`src/rtl/burst_sequencer_if.sv`:
```
// Handshake bundle between the burst sequencer, its requester and the downstream interval timer.
// The slave modport is the sequencer's view; master is the requester/timer side.
interface burst_sequencer_if #(
  parameter int WIDTH = 8
);
  logic             go;
  logic [WIDTH-1:0] count;
  logic             abort;
  logic             tmr_done;
  logic             tmr_start;
  logic             busy;
  logic             tick;
  logic             finished;
  logic [WIDTH-1:0] remaining;

  modport master (
    output go, count, abort, tmr_done,
    input  tmr_start, busy, tick, finished, remaining
  );

  modport slave (
    input  go, count, abort, tmr_done,
    output tmr_start, busy, tick, finished, remaining
  );
endinterface

```
`src/rtl/burst_sequencer.sv`:
```
// Runs a burst of back-to-back timer intervals, pulsing tick per interval and finished on the last.
// state | meaning: IDLE = waiting for go; RUN = timer interval in flight; DRAIN = aborted, waiting for timer to stop
module burst_sequencer #(
  parameter int WIDTH = 8
) (
  input  logic              clk,
  input  logic              rst_n,
  burst_sequencer_if.slave  bus
);

  typedef enum logic [1:0] {
    IDLE  = 2'd0,
    RUN   = 2'd1,
    DRAIN = 2'd2
  } state_t;

  state_t           state_q, state_d;
  logic [WIDTH-1:0] remaining_q, remaining_d;
  logic             busy_q, busy_d;
  logic             tmr_start_d, tick_d, finished_d;

  always_comb begin
    state_d     = state_q;
    remaining_d = remaining_q;
    tmr_start_d = 1'b0;
    tick_d      = 1'b0;
    finished_d  = 1'b0;
    case (state_q)
      IDLE: begin
        if (bus.go) begin
          if (bus.count != '0) begin
            tmr_start_d = 1'b1;
            remaining_d = bus.count;
            state_d     = RUN;
          end else begin
            finished_d = 1'b1;
          end
        end
      end
      RUN: begin
        if (bus.abort) begin
          // abort coincident with done: the timer is already stopping, no drain needed
          remaining_d = '0;
          state_d     = bus.tmr_done ? IDLE : DRAIN;
        end else if (bus.tmr_done) begin
          tick_d = 1'b1;
          if (remaining_q != '0) begin
            remaining_d = remaining_q - WIDTH'(1);
          end
          if (remaining_q > WIDTH'(1)) begin
            tmr_start_d = 1'b1;
          end else begin
            finished_d = 1'b1;
            state_d    = IDLE;
          end
        end
      end
      DRAIN: begin
        if (bus.tmr_done) begin
          state_d = IDLE;
        end
      end
      default: begin
        state_d     = IDLE;
        remaining_d = '0;
      end
    endcase
    busy_d = (state_d != IDLE);
  end

  always_ff @(posedge clk) begin
    if (!rst_n) begin
      state_q     <= IDLE;
      remaining_q <= '0;
      busy_q      <= 1'b0;
    end else begin
      state_q     <= state_d;
      remaining_q <= remaining_d;
      busy_q      <= busy_d;
    end
  end

  // Strobes and busy are forced low for the whole reset cycle, not just after the edge.
  assign bus.tmr_start = rst_n & tmr_start_d;
  assign bus.tick      = rst_n & tick_d;
  assign bus.finished  = rst_n & finished_d;
  assign bus.busy      = rst_n & busy_q;
  assign bus.remaining = remaining_q;

endmodule

```
`src/flat_wrapper.sv`:
```
// flat-port wrapper written by rule: the top's interface ports become plain ports
module burst_sequencer_flat 
#(
  parameter int WIDTH = 8
)
  (clk, rst_n, bus_go, bus_count, bus_abort, bus_tmr_done, bus_tmr_start, bus_busy, bus_tick, bus_finished, bus_remaining);
  burst_sequencer_if #(.WIDTH(WIDTH)) bus_i ();
  input  logic clk;
  input  logic rst_n;
  input wire logic [$bits(bus_i.go)-1:0] bus_go;
  input wire logic [$bits(bus_i.count)-1:0] bus_count;
  input wire logic [$bits(bus_i.abort)-1:0] bus_abort;
  input wire logic [$bits(bus_i.tmr_done)-1:0] bus_tmr_done;
  output wire logic [$bits(bus_i.tmr_start)-1:0] bus_tmr_start;
  output wire logic [$bits(bus_i.busy)-1:0] bus_busy;
  output wire logic [$bits(bus_i.tick)-1:0] bus_tick;
  output wire logic [$bits(bus_i.finished)-1:0] bus_finished;
  output wire logic [$bits(bus_i.remaining)-1:0] bus_remaining;
  assign bus_i.go = bus_go;
  assign bus_i.count = bus_count;
  assign bus_i.abort = bus_abort;
  assign bus_i.tmr_done = bus_tmr_done;
  assign bus_tmr_start = bus_i.tmr_start;
  assign bus_busy = bus_i.busy;
  assign bus_tick = bus_i.tick;
  assign bus_finished = bus_i.finished;
  assign bus_remaining = bus_i.remaining;
  burst_sequencer #(.WIDTH(WIDTH)) u_core (.clk(clk), .rst_n(rst_n), .bus(bus_i));
endmodule
```
`config.mk`:
```
export PLATFORM = sky130hd
export DESIGN_NAME = burst_sequencer_flat
export DESIGN_NICKNAME = d
export VERILOG_FILES = /design/src/rtl/burst_sequencer_if.sv /design/src/rtl/burst_sequencer.sv /design/src/flat_wrapper.sv
export SDC_FILE = /design/constraint.sdc
export NUM_CORES = 1
export LEC_CHECK = 0
export ABC_AREA = 0
export CELL_PAD_IN_SITES_DETAIL_PLACEMENT = 0
export CELL_PAD_IN_SITES_GLOBAL_PLACEMENT = 1
export CORE_MARGIN = 2
export CORE_UTILIZATION = 37
export DETAILED_ROUTE_END_ITERATION = 8
export HOLD_SLACK_MARGIN = 0.15
export PLACE_DENSITY = 0.91
export SLEW_MARGIN = 20
export SYNTH_ARGS = -nofsm -noshare
export SYNTH_HDL_FRONTEND = slang
export SYNTH_SLANG_ARGS = --single-unit
```
`constraint.sdc`:
```
create_clock -name clk -period 4 [get_ports clk]
set_input_delay 0.8 -clock clk [delete_from_list [all_inputs] [get_ports clk]]
set_output_delay 0.8 -clock clk [all_outputs]
set_load 0.05 [all_outputs]
```
==> flow_summary.json <==
{
  "fmax_mhz": 278.4,
  "slowest_stage": "clkdlybuf4s50_1",
  "vias_per_cell": 5.738,
  "worst_pin_slew_ns": 0.5380,
  "cts_setup_buffers": 0,
  "core_area_um2": 2432,
  "io_buffers": 24,
  "grt_pass1_vias": 830,
  "finalCriticalPeriod_ns": 3.591,
  "nets": 147,
  "overflow": 0,
  "cts_root_buf": "clkbuf_4",
  "cts.clk_slew.worst_paths_ns": 0.07,
  "path_common_cell": "clkdlybuf4s50_1",
  "layout_common_cells": "clkdlybuf4s50_1, nand2_1, dfxtp_1, nor3_1, inv_1",
  "ys_seq_elements": 11,
  "ys_seq_area_frac": 0.2382,
  "io_pins": 25,
  "setup_tns_ns": 0,
  "status": "completed",
  "rsz0062_at_grt": "no",
  "wl_per_cell_um": 14.63,
  "antenna_cells": 0,
  "chipWidth_um": 53.99,
  "r2r_start": "u_core.state_q[0]$_SDFF_PN0_",
  "drt_iter0_drc": 18,
  "path_max_fanout": 12,
  "holdBufCountCts": 0,
  "timing.final.ws_setup_ns": 0.4086,
  "cp-endpoint": "bus_tick",
  "path_cells": "clkdlybuf4s50_1, or3b_4, nor3_1, clkdlybuf4s50_1",
  "syn_nets": 122,
  "cts_tree": "built",
  "grt_pass1_wl_mm": 3.753,
  "via_count": 918,
  "final_core_util": 0.4887,
  "grt_antenna_before_repair": 0,
  "layout_commonest_cell": "clkdlybuf4s50_1",
  "p_per_area_nw_per_um2": 329.1,
  "row_count": 18,
  "ir_drop_mv": 0.2312,
  "fin_crit_sh": 0.8978,
  "synth_async_sr_flop_share": 0,
  "r2r_slack_ns": 2.00,
  "final-instance-count-excl-fill": 160,
  "hpwlAfterDp_mm": 1.752,
  "hold_path_class": "flip-flop to flip-flop",
  "totalWireLength_mm": 2.341,
  "clockPowerShare": 0.202,
  "place_ws_ns": 0.4026,
  "syn_inst": 106,
  "finalHoldViolCount": 0,
  "grt_max_degree": 17,
  "reg2reg_depth": 4,
  "skew_ns": 0.007646,
  "r2r_end": "u_core.bus.remaining[6]$_SDFFE_PN0P_",
  "ys_dominant_reg_cell": "dfxtp_1",
  "clkSinkCount": 11,
  "crit_type": "input pin to primary output",
  "leakagePower_nw": 0.4571,
  "clk_latency_ns": 0.27,
  "die_h_um": 53.99,
  "comb_power_share": 0.432,
  "dieArea_um2": 2915,
  "p_switching_mw": 0.1611,
  "end_kind": "primary output",
  "whs_path_depth": 2,
  "place.gp.congestion": 0.8351,
  "cts_htree_levels": 1,
  "max_cap_viol_count": 0,
  "cts_made_buffers": 3,
  "area_growth_pct": 28.55,
  "synth_warnings": 0,
  "finalSetupViolCount": 0,
  "crit_path_start": "bus_abort",
  "post_cts_resized": 0,
  "seqPwrFrac": 0.366,
  "grt_usage": 0.1793,
  "cts.path.max_buffers": 2,
  "p_sw_frac": 0.4119,
  "worst_ep_arrival_time_ns": 2.79,
  "initial_core_util": 0.3801,
  "ant_nets": 0,
  "drc": 0,
  "dp.cells": 156,
  "cpPeakStageDelay_ns": 0.83,
  "synth_cell_type_count": 42,
  "synth-edff-count": 0,
  "start_kind": "input pin",
  "intPower_mw": 0.2301,
  "synth_area_um2": 924.6,
  "required_ns": 3.20,
  "dr.pass1.iters": 5,
  "relSlewSlack": 0.6408,
  "drive_gt1_frac": 0.1462,
  "drv_slew": 0,
  "synth_area_per_cell_um2": 8.723
}
## how the worst min path moves through the flow
stage | startpoint | to | slack [ns]
floorplan | u_core.state_q[0]$_SDFF_PN0_ | u_core.state_q[1]$_SDFF_PN0_ | 0.59
global placement | u_core.bus.remaining[1]$_SDFFE_PN0P_ | u_core.bus.remaining[1]$_SDFFE_PN0P_ | 0.53
detailed placement | u_core.bus.remaining[1]$_SDFFE_PN0P_ | u_core.bus.remaining[1]$_SDFFE_PN0P_ | 0.54
CTS | u_core.bus.remaining[1]$_SDFFE_PN0P_ | u_core.bus.remaining[1]$_SDFFE_PN0P_ | 0.55
global route | u_core.bus.remaining[1]$_SDFFE_PN0P_ | u_core.bus.remaining[1]$_SDFFE_PN0P_ | 0.57
finish | u_core.bus.remaining[1]$_SDFFE_PN0P_ | u_core.bus.remaining[1]$_SDFFE_PN0P_ | 0.55
## metrics by stage
| step | hold WS (ns) | cell area (um2) | power (mW) |
|---|---|---|---|
| after floorplan | 0.5867 | 924.6 | 0.2642 |
| after global placement | 0.5330 | 1162 | 0.3100 |
| after detailed placement | 0.5435 | 1162 | 0.3133 |
| after CTS | 0.5538 | 1189 | 0.3935 |
| after global routing | 0.5738 | 1189 | 0.4118 |
| final | 0.5476 | 1189 | 0.3912 |
## worst max-delay path: cells and delay by family
family	cells	cell delay (ns)
buffers and inverters	2	1.31
AND/OR/NAND/NOR	2	0.68
## layer usage
layer  vias to the layer above  share of wire  global-route usage
met5                         -              0                   0
met4                         0          0.012             0.04583
met3                         4          0.059             0.06389
met2                        29           0.48              0.2805
met1                       439           0.45              0.2333
li1                        446              -                   -
## cell type report
cell class | instances | area [um2]
Clock buffer | 4 | 26.28
Fill cell | 246 | 1244
Inverter | 9 | 33.78
Multi-Input combinational cell | 81 | 628.1
Sequential cell | 11 | 220.2
Tap cell | 30 | 37.54
Timing Repair Buffer | 25 | 242.7
## flip-flops by register name, summed over array words and instances, names as in the netlist
register              flops
u_core.busy_q             1
u_core.state_q            2
u_core.bus.remaining      8
## logic make-up (layout without fill, tap and decap cells)
logic type	Yosys count	after routing	share of synthesized area
compound gates	26	26	0.2612
xor+xnor	1	1	0.009474
fa+ha+maj	3	3	0.04060
buf+inv	14	38	0.08253
flops	11	11	0.2382
mux	7	7	0.07848
simple gates	44	44	0.2896
## Yosys cell counts (3+ instances only)
cell	instances	area, um2
a21oi_1	3	15.01
buf_6	3	33.78
nand2_1	11	41.29
a211oi_1	5	37.54
inv_1	9	33.78
nor3_1	10	50.05
mux2i_1	5	50.05
ha_1	3	37.54
and2_1	3	18.77
a2111oi_2	3	45.04
dfxtp_1	11	220.2
nor2_1	4	15.01
## power by group through the flow
stage | registers [mW] | logic, mW | clock network, mW
floorplan | 0.167 | 0.0977 | 0
CTS | 0.143 | 0.169 | 0.0819
finish | 0.143 | 0.169 | 0.0790
detailed placement | 0.146 | 0.168 | 0
global route | 0.146 | 0.181 | 0.0845
global placement | 0.145 | 0.165 | 0
No activity file was read; power rests on OpenSTA's default activity.
